$ cat src/rtl/rgb_pkg.sv
// ---------------------------------------------------------------------------
// rgb_pkg
// Shared definitions for the RGB fader:
//   - state_e          : fader FSM states (IDLE, FADE)
//   - RED/GREEN/BLUE   : bit positions of each channel inside the 3-bit
//                        colour command code
//   - MAX_CH_W         : widest channel the helper function supports
//   - colour_to_target : expands a 3-bit colour code into a packed
//                        {red, green, blue} target, each channel either
//                        all-ones or zero at the requested channel width
// ---------------------------------------------------------------------------
package rgb_pkg;

  typedef enum logic [0:0] {
    IDLE = 1'b0,
    FADE = 1'b1
  } state_e;

  localparam int unsigned RED   = 32'd2;
  localparam int unsigned GREEN = 32'd1;
  localparam int unsigned BLUE  = 32'd0;

  localparam int unsigned MAX_CH_W = 32'd16;

  // The result is always 3*MAX_CH_W wide; callers narrow it to 3*ch_w with
  // a size cast. Channels are packed red-high, blue-low at ch_w spacing.
  function automatic logic [3*MAX_CH_W-1:0] colour_to_target(
    input logic [2:0]  colour,
    input int unsigned ch_w
  );
    logic [3*MAX_CH_W-1:0] full_s;
    logic [3*MAX_CH_W-1:0] res_s;
    full_s = (48'd1 << ch_w) - 48'd1;
    res_s  = 48'd0;
    if (colour[RED]) begin
      res_s = res_s | (full_s << (32'd2 * ch_w));
    end else begin
      res_s = res_s;
    end
    if (colour[GREEN]) begin
      res_s = res_s | (full_s << ch_w);
    end else begin
      res_s = res_s;
    end
    if (colour[BLUE]) begin
      res_s = res_s | full_s;
    end else begin
      res_s = res_s;
    end
    return res_s;
  endfunction

endpackage

$ cat src/rtl/rgb_channel_ramp.sv
// ---------------------------------------------------------------------------
// rgb_channel_ramp
// Combinational saturating stepper for one colour channel. On a tick the
// channel moves toward its target by min(STEP, |target - current|), so it
// never overshoots and never wraps. Without a tick, or when the channel
// already sits on its target, the current value passes straight through.
//
// Parameters
//   CH_W : channel width in bits
//   STEP : increment applied per tick
// Ports
//   cur_i  [CH_W-1:0] : present channel value
//   tgt_i  [CH_W-1:0] : value the channel is heading for
//   tick_i            : advance one step this cycle
//   nxt_o  [CH_W-1:0] : next channel value
// ---------------------------------------------------------------------------
module rgb_channel_ramp #(
  parameter int unsigned CH_W = 8,
  parameter int unsigned STEP = 1
) (
  input  logic [CH_W-1:0] cur_i,
  input  logic [CH_W-1:0] tgt_i,
  input  logic            tick_i,
  output logic [CH_W-1:0] nxt_o
);

  // One guard bit keeps cur+STEP from wrapping before the clamp compares it.
  localparam logic [CH_W:0] STEP_X = (CH_W+1)'(STEP);

  logic [CH_W:0] cur_x_s;
  logic [CH_W:0] tgt_x_s;
  logic [CH_W:0] diff_x_s;
  logic [CH_W:0] nxt_x_s;

  assign cur_x_s = {1'b0, cur_i};
  assign tgt_x_s = {1'b0, tgt_i};

  // Step toward the target, clamping the final step onto it.
  always_comb begin
    diff_x_s = '0;
    nxt_x_s  = cur_x_s;
    if (!tick_i) begin
      nxt_x_s = cur_x_s;
    end else if (cur_x_s < tgt_x_s) begin
      diff_x_s = tgt_x_s - cur_x_s;
      nxt_x_s  = (diff_x_s > STEP_X) ? (cur_x_s + STEP_X) : tgt_x_s;
    end else if (cur_x_s > tgt_x_s) begin
      diff_x_s = cur_x_s - tgt_x_s;
      nxt_x_s  = (diff_x_s > STEP_X) ? (cur_x_s - STEP_X) : tgt_x_s;
    end else begin
      nxt_x_s = cur_x_s;
    end
  end

  // The clamp keeps the guard bit at zero, so dropping it loses nothing.
  assign nxt_o = CH_W'(nxt_x_s);

endmodule

$ cat src/rtl/rgb_fader.sv
// ---------------------------------------------------------------------------
// rgb_fader
// Accepts a 3-bit colour command and ramps a registered RGB output toward
// the matching full-scale/zero target, one STEP per prescaled tick.
//
// Parameters
//   CH_W     : bits per channel (2..16)
//   STEP     : per-tick increment (1..2^CH_W-1)
//   PRESCALE : enabled cycles per ramp tick (1..65535)
// Ports
//   clk        : clock, rising edge
//   rst_n      : asynchronous active-low reset
//   enable     : advances prescaler and ramp; low freezes both
//   colour[2:0]: command colour (bit2 red, bit1 green, bit0 blue)
//   cmd_valid  : command offered
//   cmd_ready  : high in IDLE, command can be taken
//   rgb        : {red, green, blue}, each CH_W bits, registered
//   busy       : high in FADE
//   done       : one-cycle pulse after a fade reaches its target
//   abort      : (only with RGB_FADER_ABORT_EN) stop the fade, hold rgb,
//                return to IDLE without done
//
// Build option: define RGB_FADER_ABORT_EN to add the abort input.
// ---------------------------------------------------------------------------
module rgb_fader
  import rgb_pkg::*;
#(
  parameter int unsigned CH_W     = 8,
  parameter int unsigned STEP     = 1,
  parameter int unsigned PRESCALE = 1
) (
  input  logic              clk,
  input  logic              rst_n,
  input  logic              enable,
  input  logic [2:0]        colour,
  input  logic              cmd_valid,
  output logic              cmd_ready,
  output logic [3*CH_W-1:0] rgb,
  output logic              busy,
  output logic              done
`ifdef RGB_FADER_ABORT_EN
  ,
  input  logic              abort
`endif
);

  localparam int unsigned RGB_W = 3 * CH_W;
  localparam logic [15:0] PRESC_LAST = 16'(PRESCALE - 1);

  state_e             state_q;
  state_e             state_d;
  logic [RGB_W-1:0]   target_q;
  logic [RGB_W-1:0]   target_d;
  logic [RGB_W-1:0]   rgb_q;
  logic [RGB_W-1:0]   rgb_d;
  logic [15:0]        presc_q;
  logic [15:0]        presc_d;
  logic               done_q;
  logic               done_d;

  logic               tick_s;
  logic               at_tgt_s;
  logic               abort_s;
  logic [RGB_W-1:0]   step_s;

`ifdef RGB_FADER_ABORT_EN
  assign abort_s = abort;
`else
  assign abort_s = 1'b0;
`endif

  assign tick_s   = enable && (presc_q == PRESC_LAST);
  assign at_tgt_s = (rgb_q == target_q);

  // Three identical steppers, one per channel; blue sits in the low slice.
  for (genvar g = 0; g < 3; g++) begin : g_ch
    rgb_channel_ramp #(
      .CH_W (CH_W),
      .STEP (STEP)
    ) u_ramp (
      .cur_i  (rgb_q[g*CH_W +: CH_W]),
      .tgt_i  (target_q[g*CH_W +: CH_W]),
      .tick_i (tick_s),
      .nxt_o  (step_s[g*CH_W +: CH_W])
    );
  end

  // Next-state and datapath control for the IDLE/FADE machine.
  always_comb begin
    state_d  = state_q;
    target_d = target_q;
    rgb_d    = rgb_q;
    presc_d  = presc_q;
    done_d   = 1'b0;
    case (state_q)
      IDLE: begin
        if (cmd_valid) begin
          target_d = RGB_W'(colour_to_target(colour, CH_W));
          presc_d  = 16'd0;
          state_d  = FADE;
        end else begin
          state_d = IDLE;
        end
      end
      FADE: begin
        // Completion is tested against the registered rgb, ahead of any
        // tick, so a no-change command finishes one edge after acceptance.
        if (abort_s) begin
          state_d = IDLE;
        end else if (at_tgt_s) begin
          state_d = IDLE;
          done_d  = 1'b1;
        end else if (enable) begin
          rgb_d   = step_s;
          presc_d = tick_s ? 16'd0 : (presc_q + 16'd1);
        end else begin
          state_d = FADE;
        end
      end
      default: begin
        state_d = IDLE;
      end
    endcase
  end

  // State, target, colour, prescaler and done registers.
  always_ff @(posedge clk or negedge rst_n) begin
    if (!rst_n) begin
      state_q  <= IDLE;
      target_q <= '0;
      rgb_q    <= '0;
      presc_q  <= 16'd0;
      done_q   <= 1'b0;
    end else begin
      state_q  <= state_d;
      target_q <= target_d;
      rgb_q    <= rgb_d;
      presc_q  <= presc_d;
      done_q   <= done_d;
    end
  end

  assign rgb       = rgb_q;
  assign done      = done_q;
  assign cmd_ready = (state_q == IDLE);
  assign busy      = (state_q == FADE);

endmodule

$ cat config.mk
export PLATFORM = sky130hd
export DESIGN_NAME = rgb_fader
export DESIGN_NICKNAME = d
export VERILOG_FILES = /design/src/rtl/rgb_pkg.sv /design/src/rtl/rgb_channel_ramp.sv /design/src/rtl/rgb_fader.sv
export SDC_FILE = /design/constraint.sdc
export NUM_CORES = 1
export LEC_CHECK = 0
export ABC_AREA = 1
export CAP_MARGIN = 40
export CORE_MARGIN = 2
export CORE_UTILIZATION = 65
export CTS_BUF_LIST = sky130_fd_sc_hd__clkbuf_4 sky130_fd_sc_hd__clkbuf_8
export DETAILED_ROUTE_END_ITERATION = 10
export PLACE_DENSITY = 0.86
export SYNTH_ARGS = -nofsm -noshare
export SYNTH_HDL_FRONTEND = slang
export SYNTH_SLANG_ARGS = --single-unit
$ cat constraint.sdc
create_clock -name clk -period 8 [get_ports clk]
set_input_delay 1.6 -clock clk [delete_from_list [all_inputs] [get_ports clk]]
set_output_delay 1.6 -clock clk [all_outputs]
set_load 0.02 [all_outputs]
Yosys cells after proc, flatten, opt, wreduce, memory -nomap -nowiden
Cells that the tools add are included. Widths: inputs -> output; s select.

Register bits: 66. Bits in latches: 0. RAM bits: 0. Memory bits (read-only): 0. Input port bits: 7. Output and inout bits: 27. Word-level logic and storage cells: 73. Memories kept: 0.

Add/sub/neg operators: 13. Multipliers: 0. Divide/modulo/power cells: 0. $lt $le $gt $ge: 12. Eq/ne operators: 4. Shift-type cells: 0. Mux-type cells: 25. Bitwise logic cells: 2. Reduce and logical (&&, ||, !) cells: 10.

Operators with widths (number): $mux 8 (13); $mux 16 (5); $gt 9x1->1 const B (6); $sub 8x8->9 (6); $pmux 16 s2 (1); $add 8x1->8 const B (3); $eq 24x24->1 (1); $gt 8x8->1 (3); $lt 8x8->1 (3); $mux 24 (1); $sub 8x1->8 const B (3); $add 16x1->16 const B (1); $logic_not 16->1 (1); $reduce_and 5->1 (3); $ne 2x2->1 const B (3); $reduce_bool 2->1 (3); $mux 1 (4); $reduce_and 3->1 (1); $not 1->1 (2); $pmux 1 s2 (1); $reduce_and 2->1 (1); $logic_and 1x1->1 (1).

Logic depth before layout (Yosys ltp)
Gate-level depths: netlist of run 1.

Depth after elaboration: 6. Depth in mapped cells: 17. Depth with buffers taken out: 16.

Hierarchy
From an unflattened synthesis of run 1, not the netlist that was laid out.

Cell total of the unflattened synthesis: 1290. Area, all modules: 7687.4 um2.

By module, submodules not included: rgb_channel_ramp (instances 3, cells an instance 318, area an instance 1730.4 um2, sequential area each 0.0 um2); rgb_fader (instances 1, cells an instance 336, area an instance 2496.1 um2, sequential area each 1126.1 um2).

Worst setup path after synthesis of run 1
No wires, ideal clock.

Path kind: input-to-reg. Start: input port enable. End: register rgb_q[17] (netlist: rgb[17]). Arrival time: 2.548 ns. Data required time: 7.882 ns. Path slack: 5.334 ns. Stages: 9. Buffers on the path: 0. Path through: nand4_1 > nor2_1 > nand2_1 > inv_1 > nand3_1 > a21oi_2 > inv_2 > nand2_1 > nand2_1.

Longest elaborated chain between the ends: 2.

RTL lines: start, declared (line rgb_fader.sv:34) `input logic enable,`; $logic_and 1x1->1 (line rgb_fader.sv:72) `assign tick_s = enable && (presc_q == PRESC_LAST);`; $reduce_and 5->1 (no line) *; end signal, assigned (line rgb_fader.sv:137) `rgb_q <= rgb_d;`; end, declared (line rgb_fader.sv:54) `logic [RGB_W-1:0] rgb_q;`.

Every way passes the cells marked *; elsewhere a longest branch is shown, timed or not. A chain may end at the register's enable or synchronous reset.

Worst setup path in the final report of run 1
Start: register state_q (netlist: busy). End: output port cmd_ready.

Longest elaborated chain between the ends: 1.

RTL lines: start, declared (line rgb_fader.sv:50) `state_e state_q;`; start signal, assigned (line rgb_fader.sv:135) `state_q <= state_d;`; $not 1->1 (no line); end, declared (line rgb_fader.sv:37) `output logic cmd_ready,`.

No other way between the ends.

==> results of run 1 <==
-- through the flow --
step	utilization (%)	hold WS (ps)
floorplan	-	473.5
global route	73.67	578.5
CTS	73.67	522.9
detailed placement	72.36	502.8
global placement	72.13	500.2
finish	73.67	524.3
-- per-layer routing --
layer	global-route usage, %	up-vias	wire [µm]
li1	-	3135	-
met1	39.72	2694	6646
met2	51.92	129	6767
met3	2.881	19	569
met4	8.641	0	200
met5	0	-	0
-- where the power goes --
part / leakage [nW] / switching, mW / total (mW) / internal [mW]
Clock: 0.0588 / 0.0784 / 0.176 / 0.0972
Sequential: 0.582 / 0.0285 / 0.279 / 0.250
Combinational: 3.03 / 0.122 / 0.191 / 0.0687
-- state kept, by name, summed over array words and instances, names as in the netlist --
register and flops:
rgb 24, presc_q 16, target_q 3, busy 1, done 1
-- placed cells by master, fill, tap and decap left out, types with 3 or more instances in the layout --
cell type	Yosys	final
sky130_fd_sc_hd__a21boi_0	6	6
sky130_fd_sc_hd__a21oi_1	24	24
sky130_fd_sc_hd__a21oi_2	4	4
sky130_fd_sc_hd__clkbuf_8	0	5
sky130_fd_sc_hd__clkdlybuf4s50_1	0	32
sky130_fd_sc_hd__clkinv_1	6	6
sky130_fd_sc_hd__dfrtp_1	45	45
sky130_fd_sc_hd__fa_1	6	6
sky130_fd_sc_hd__ha_1	59	59
sky130_fd_sc_hd__inv_1	138	138
sky130_fd_sc_hd__inv_2	10	10
sky130_fd_sc_hd__nand2_1	330	330
sky130_fd_sc_hd__nand2_2	4	4
sky130_fd_sc_hd__nand3_1	151	151
sky130_fd_sc_hd__nand3_2	6	6
sky130_fd_sc_hd__nand4_1	18	18
sky130_fd_sc_hd__nand4_2	4	4
sky130_fd_sc_hd__nor2_1	50	50
sky130_fd_sc_hd__nor2_2	3	3
sky130_fd_sc_hd__nor3_1	19	19
sky130_fd_sc_hd__nor3_2	3	3
sky130_fd_sc_hd__o21a_1	3	3
sky130_fd_sc_hd__o21ai_0	9	9
sky130_fd_sc_hd__o31ai_1	3	3
sky130_fd_sc_hd__or2_1	3	3
sky130_fd_sc_hd__xor2_1	39	39
-- worst reg2reg max path, delay by kind of cell (launching register included) --
family | cells | cell delay, ps
AND/OR/NAND/NOR | 11 | 1170
adder cells (fa/ha/maj) | 2 | 730
buffers and inverters | 2 | 430
flip-flops | 1 | 700
-- worst paths after layout --
check                                          end  slack (ps)  cells after the start
hold / removal             presc_q[13]$_DFFE_PN0P_         520                      2
min in group asynchronous      rgb[19]$_DFFE_PN0P_        1140                      1
max in group asynchronous   presc_q[5]$_DFFE_PN0P_        6400                      2
setup reg to reg               rgb[10]$_DFFE_PN0P_        4860                     15
hold reg to reg            presc_q[13]$_DFFE_PN0P_         520                      2
setup / recovery                         cmd_ready        4750                      2
-- final cells by class --
type / instances / area share (%)
clock buffer: 6 / 1.182
clock inverter: 2 / 0.6008
inverter: 155 / 9.089
multi-input combinational: 753 / 64.24
sequential: 45 / 17.44
tap: 108 / 2.093
timing repair buffer: 34 / 5.349
-- logic make-up (layout without fill, tap and decap cells) --
family / after synthesis / count (layout)
xor+xnor: 39 / 39
compound gates: 52 / 52
flops: 45 / 45
buf+inv: 167 / 197
simple gates: 597 / 597
fa+ha+maj: 65 / 65
==> results.cfg, run 1 <==
[run_status]
outcome = finished clean

[final_layout]
antennaDiodeCount = 0
multi_input_comb_area_um2 = 4148
n_fill_cell = 769
final_cells = 1103
ff_latch_area_um2 = 1126
layout-area-overhead-vs-synth_pct = 8.953
final_net_count = 1066
post_route_cells_drive_above_1_share_pct = 4.623
design_area_um2 = 6456

[place]
gp_congestion = 0.9437
place_worst_setup_slack_ps = 4576
hpwl_mm = 11.43
placement.io_buffers = 33
placed_area_um2 = 6341
dp_cells = 1095

[timing]
final_number_of_setup_violating_endpoints = 0
timing_worst_slew_pin_value_ps = 556.8
final_critical_path_setup_slack_ps = 4755
min_period_over_period_pct = 40.57
achievable_freq_mhz = 308.1
setup_tns_ps = 0
number_of_max_slew_violations_in_the_final_report = 0
timing_hold_violations_final = 0
setup_repair_after_global_routing_missed_its_margin = no
finalWorstPathRequiredPeriod_ps = 3246
final.setup_skew_ps = 6.960
max-slew-margin-rel_pct = 62.88

[setup_path]
slowest_cp_cell = sky130_fd_sc_hd__clkdlybuf4s50_1
regToRegStartpoint = target_q[15]$_DFFE_PN0P_
timing.critical_path.to_type = primary output
timing.critical_path.from = busy$_DFF_PN0_
max_stage_delay_on_crit_path_ps = 660
cp_cell_sequence = inv_1, clkdlybuf4s50_1
worst_setup_path_start_kind = register
required_time_worst_endpoint_ps = 6400
critical_path_buf_inv_count = 2
setup.worst_path.class = register to primary output
cpLargestDelayFamily = buffers and inverters
timing.critical_path.fanout_max = 7
arrival_ps = 1650

[logic_synthesis]
synth_fp_nets = 1037
synth.top_cells.by_count = sky130_fd_sc_hd__nand2_1, sky130_fd_sc_hd__nand3_1, sky130_fd_sc_hd__inv_1
ys_ff_latch = 45
synth_largest_type_area_fraction_pct = 20.90
yosys.area_share.xor_xnor_pct = 5.764
synth_area_per_cell_um2 = 6.141
post-synth-top-area-cell = sky130_fd_sc_hd__nand2_1
post_synth_main_area_contributors = sky130_fd_sc_hd__nand2_1, sky130_fd_sc_hd__dfrtp_1, sky130_fd_sc_hd__nand3_1, sky130_fd_sc_hd__ha_1, sky130_fd_sc_hd__inv_1
synth_compound_gate_area_share_pct = 5.236
postSynthCellCount = 965
synth-simple-area-share_pct = 44.51
post_synth_fa_ha_maj_area_fraction_pct = 14.48
synth_top_family_by_area = simple AND/OR/NAND/NOR gates
ys.flop_type = sky130_fd_sc_hd__dfrtp_1
post_synthesis_instance_area_um2 = 5926
async_set_or_reset_register_ratio_after_synthesis_pct = 100.0
seq_total_area_yosys_pct = 19.00
synth.mux.area_fraction_pct = 0
synth.distinct_cells = 34
yosysMostFrequentCell = sky130_fd_sc_hd__nand2_1
synthesis.yosys.warnings = 0
synth_edf_count = 0

[clock_network]
cts.root.buffer_cell = sky130_fd_sc_hd__clkbuf_8
h-tree-depth = 2
clk_pin_slew_ps = 80
clock_latency_ps = 300
cts_tree = done
cts_hold_buffers = 0
cts_made_buffers = 5
cts_resized = 0
sinks_on_the_clock_net = 45
post_cts_buffers = 0
ctsLongestPathBuffers = 2

[min_path]
holdCritStartpoint = presc_q[13]$_DFFE_PN0P_
hold_path.class = register to register

[floorplanning]
io_pins = 34
core.rowCount = 34
start_util_pct = 67.62
placeableCoreArea_um2 = 8763
fp.dieArea_um2 = 9896
chipHeight_um = 99.48
die_x_um = 99.48

[drt]
final_antenna_net_count = 0
vias = 5977
drtIter0Drc = 230
drt-wirelength-per-cell_um = 12.86
detailedRoute.firstPassIterationCount = 5
detail_route.wirelength_mm = 14.18
detail_route.drc_violations = 0
route.detailed.vias_per_inst = 5.419

[power_and_ir_drop]
static-leakage-power_nw = 3.670
vdd_drop_max_uv = 101.3
power_per_cell_area_nw_per_um2 = 99.87
total_power_mw = 0.6448

[global_routing]
first_global_vias = 5607
number_of_antenna_violations_at_the_first_check_in_global_routing = 0
globalRoute.totalOverflow = 0
grt.total_usage_pct = 29.89
global_route_wire_length_before_repair_mm = 24.78
largest_net_degree_at_the_start_of_global_routing = 40

[run]
cap_violations = 0
Note: power is estimated with default switching activity, not from simulation.
==> inputs of run 2 (changes only) <==
- CORE_UTILIZATION: 65 -> 57
- PLACE_DENSITY: 0.86 -> 0.8
- clock period: 8 -> 2.84 ns (I/O delays scaled with it)
==> run 2 against run 1 <==
Effect of this change:
- register-to-register slack got worse by 4600 ps
- final cell count rose by 5.3%
- sequential power rose to 2.8 times the previous value
- critical path depth rose by 11
- combinational power rose to 3.0 times the previous value
- non-clock buffer count rose by 30
- global-route usage fell by 2.8 points
- critical path type is now register to register
==> results.cfg, run 2 (synthesized netlist as in run 1, its figures left out) <==
[clock_network]
cts_made_buffers = 5
sinks_on_the_clock_net = 45
h-tree-depth = 2
cts_tree = done
cts.root.buffer_cell = sky130_fd_sc_hd__clkbuf_8
clk_pin_slew_ps = 100
ctsLongestPathBuffers = 2
clock_latency_ps = 320

[global_routing]
global_route_wire_length_before_repair_mm = 25.19
grt.total_usage_pct = 27.08
largest_net_degree_at_the_start_of_global_routing = 35
number_of_antenna_violations_at_the_first_check_in_global_routing = 0
globalRoute.totalOverflow = 0
first_global_vias = 5549

[place]
gp_congestion = 0.9548
placement.io_buffers = 33
placed_area_um2 = 6589
hpwl_mm = 11.67

[drt]
final_antenna_net_count = 0
drt-wirelength-per-cell_um = 12.69
detail_route.wirelength_mm = 14.73
vias = 6125
drtIter0Drc = 245
detail_route.drc_violations = 0
route.detailed.vias_per_inst = 5.276
detailedRoute.firstPassIterationCount = 5

[timing]
finalWorstPathRequiredPeriod_ps = 2624
timing_hold_violations_final = 0
final_number_of_setup_violating_endpoints = 0
max-slew-margin-rel_pct = 69.09
setup_tns_ps = 0
timing_worst_slew_pin_value_ps = 459.4
final.setup_skew_ps = 6.889
number_of_max_slew_violations_in_the_final_report = 0
achievable_freq_mhz = 381.1
min_period_over_period_pct = 92.38

[setup_path]
setup.worst_path.class = register to register
arrival_ps = 2840
worstRegToRegCells = 13
regToRegStartpoint = rgb[16]$_DFFE_PN0P_
worst_reg2reg_setup_slack_ps = 220
worst_setup_path_start_kind = register
required_time_worst_endpoint_ps = 3060
timing.critical_path.fanout_max = 8
rr_endpoint = rgb[23]$_DFFE_PN0P_
timing.critical_path.to_type = register

[run]
cap_violations = 0

[final_layout]
final_net_count = 1096
n_fill_cell = 962
largest_reg_flops = 24
post_route_cells_drive_above_1_share_pct = 8.098
design_area_um2 = 6711
antennaDiodeCount = 0
layout-area-overhead-vs-synth_pct = 13.26
most_common_cell_after_layout_fill_and_taps_aside = sky130_fd_sc_hd__nand2_1
commonest_cells_after_routing_fill_and_taps_aside = sky130_fd_sc_hd__nand2_1, sky130_fd_sc_hd__nand3_1, sky130_fd_sc_hd__inv_1

[floorplanning]
io_pins = 34
die_x_um = 106.0
core.rowCount = 37
fp.dieArea_um2 = 11230
chipHeight_um = 106.0
placeableCoreArea_um2 = 10230
start_util_pct = 57.92

[run_status]
outcome = finished clean

[power_and_ir_drop]
power_per_cell_area_nw_per_um2 = 263.3
vdd_drop_max_uv = 329.9
static-leakage-power_nw = 3.817

[min_path]
hold_path.class = primary input to asynchronous set/reset pin
## run 2: cell type report
type | count | area [µm²] | share of cell area [%]
Clock buffer | 5 | 68.82 | 1.025
Clock inverter | 3 | 21.27 | 0.3169
Inverter | 155 | 586.8 | 8.743
Multi-Input combinational cell | 753 | 4178 | 62.25
Sequential cell | 45 | 1129 | 16.82
Tap cell | 136 | 170.2 | 2.535
Timing Repair Buffer | 64 | 558.0 | 8.315
## run 2: how the worst max path moves through the flow
stage	startpoint	to	slack [ps]
6_report	rgb[16]$_DFFE_PN0P_	rgb[23]$_DFFE_PN0P_	220
5_1_grt	rgb[16]$_DFFE_PN0P_	rgb[18]$_DFFE_PN0P_	-40
4_1_cts	target_q[15]$_DFFE_PN0P_	rgb[10]$_DFFE_PN0P_	190
3_5_place_dp	target_q[15]$_DFFE_PN0P_	rgb[10]$_DFFE_PN0P_	210
3_3_place_gp	target_q[22]$_DFFE_PN0P_	presc_q[15]$_DFFE_PN0P_	270
2_1_floorplan	target_q[7]$_DFFE_PN0P_	rgb[0]$_DFFE_PN0P_	310
## run 2: worst max-delay path: stages (launching register included)
cell and delay [ps]:
sky130_fd_sc_hd__dfrtp_1 470, sky130_fd_sc_hd__inv_1 90, sky130_fd_sc_hd__ha_1 240, sky130_fd_sc_hd__fa_1 390
sky130_fd_sc_hd__inv_1 110, sky130_fd_sc_hd__nand2_1 60, sky130_fd_sc_hd__a21boi_0 170, sky130_fd_sc_hd__nand3_1 120
sky130_fd_sc_hd__nor2_1 300, sky130_fd_sc_hd__nand3_2 260, sky130_fd_sc_hd__nand2_1 110, sky130_fd_sc_hd__nand3_1 70
sky130_fd_sc_hd__nand3_1 90, sky130_fd_sc_hd__nand2_1 50
## run 2: power by group
| group | internal, mW | total (mW) | switching [mW] | leakage (nW) |
|---|---|---|---|---|
| Sequential | 0.705 | 0.774 | 0.0691 | 0.580 |
| Combinational | 0.206 | 0.564 | 0.358 | 3.19 |
| Clock | 0.175 | 0.429 | 0.254 | 0.0445 |
| Total | 1.09 | 1.77 | 0.681 | 3.82 |
## run 2: timing repair
action / CTS / global route
hold endpoints to repair: 0 / 0
setup buffers: 0 / 0
resized for setup: 0 / 9
hold buffers: 0 / 0
setup endpoints to repair: 0 / 20
## run 2: stage by stage
| stage | power (mW) | hold WS, ps | worst slack, ps | utilization, % | instances |
|---|---|---|---|---|---|
| after floorplan | 1.188 | 272.4 | 314.7 | - | 965 |
| after global placement | 1.328 | 478.2 | 266.0 | 64.40 | 1153 |
| after detailed placement | 1.336 | 480.7 | 213.1 | 64.40 | 1153 |
| after CTS | 1.765 | 131.7 | 189.2 | 65.28 | 1161 |
| after global routing | 1.902 | 127.5 | -35.96 | 65.60 | 1161 |
| final | 1.767 | 124.8 | 216.3 | 65.60 | 1161 |
## run 2: per-layer routing
layer  vias up  track usage (%)  routed length, µm
li1       3190                -                  -
met3        23            2.882                582
met4         0            7.707                234
met1      2762            37.16               7111
met5         -                0                  0
met2       150            45.35               6802
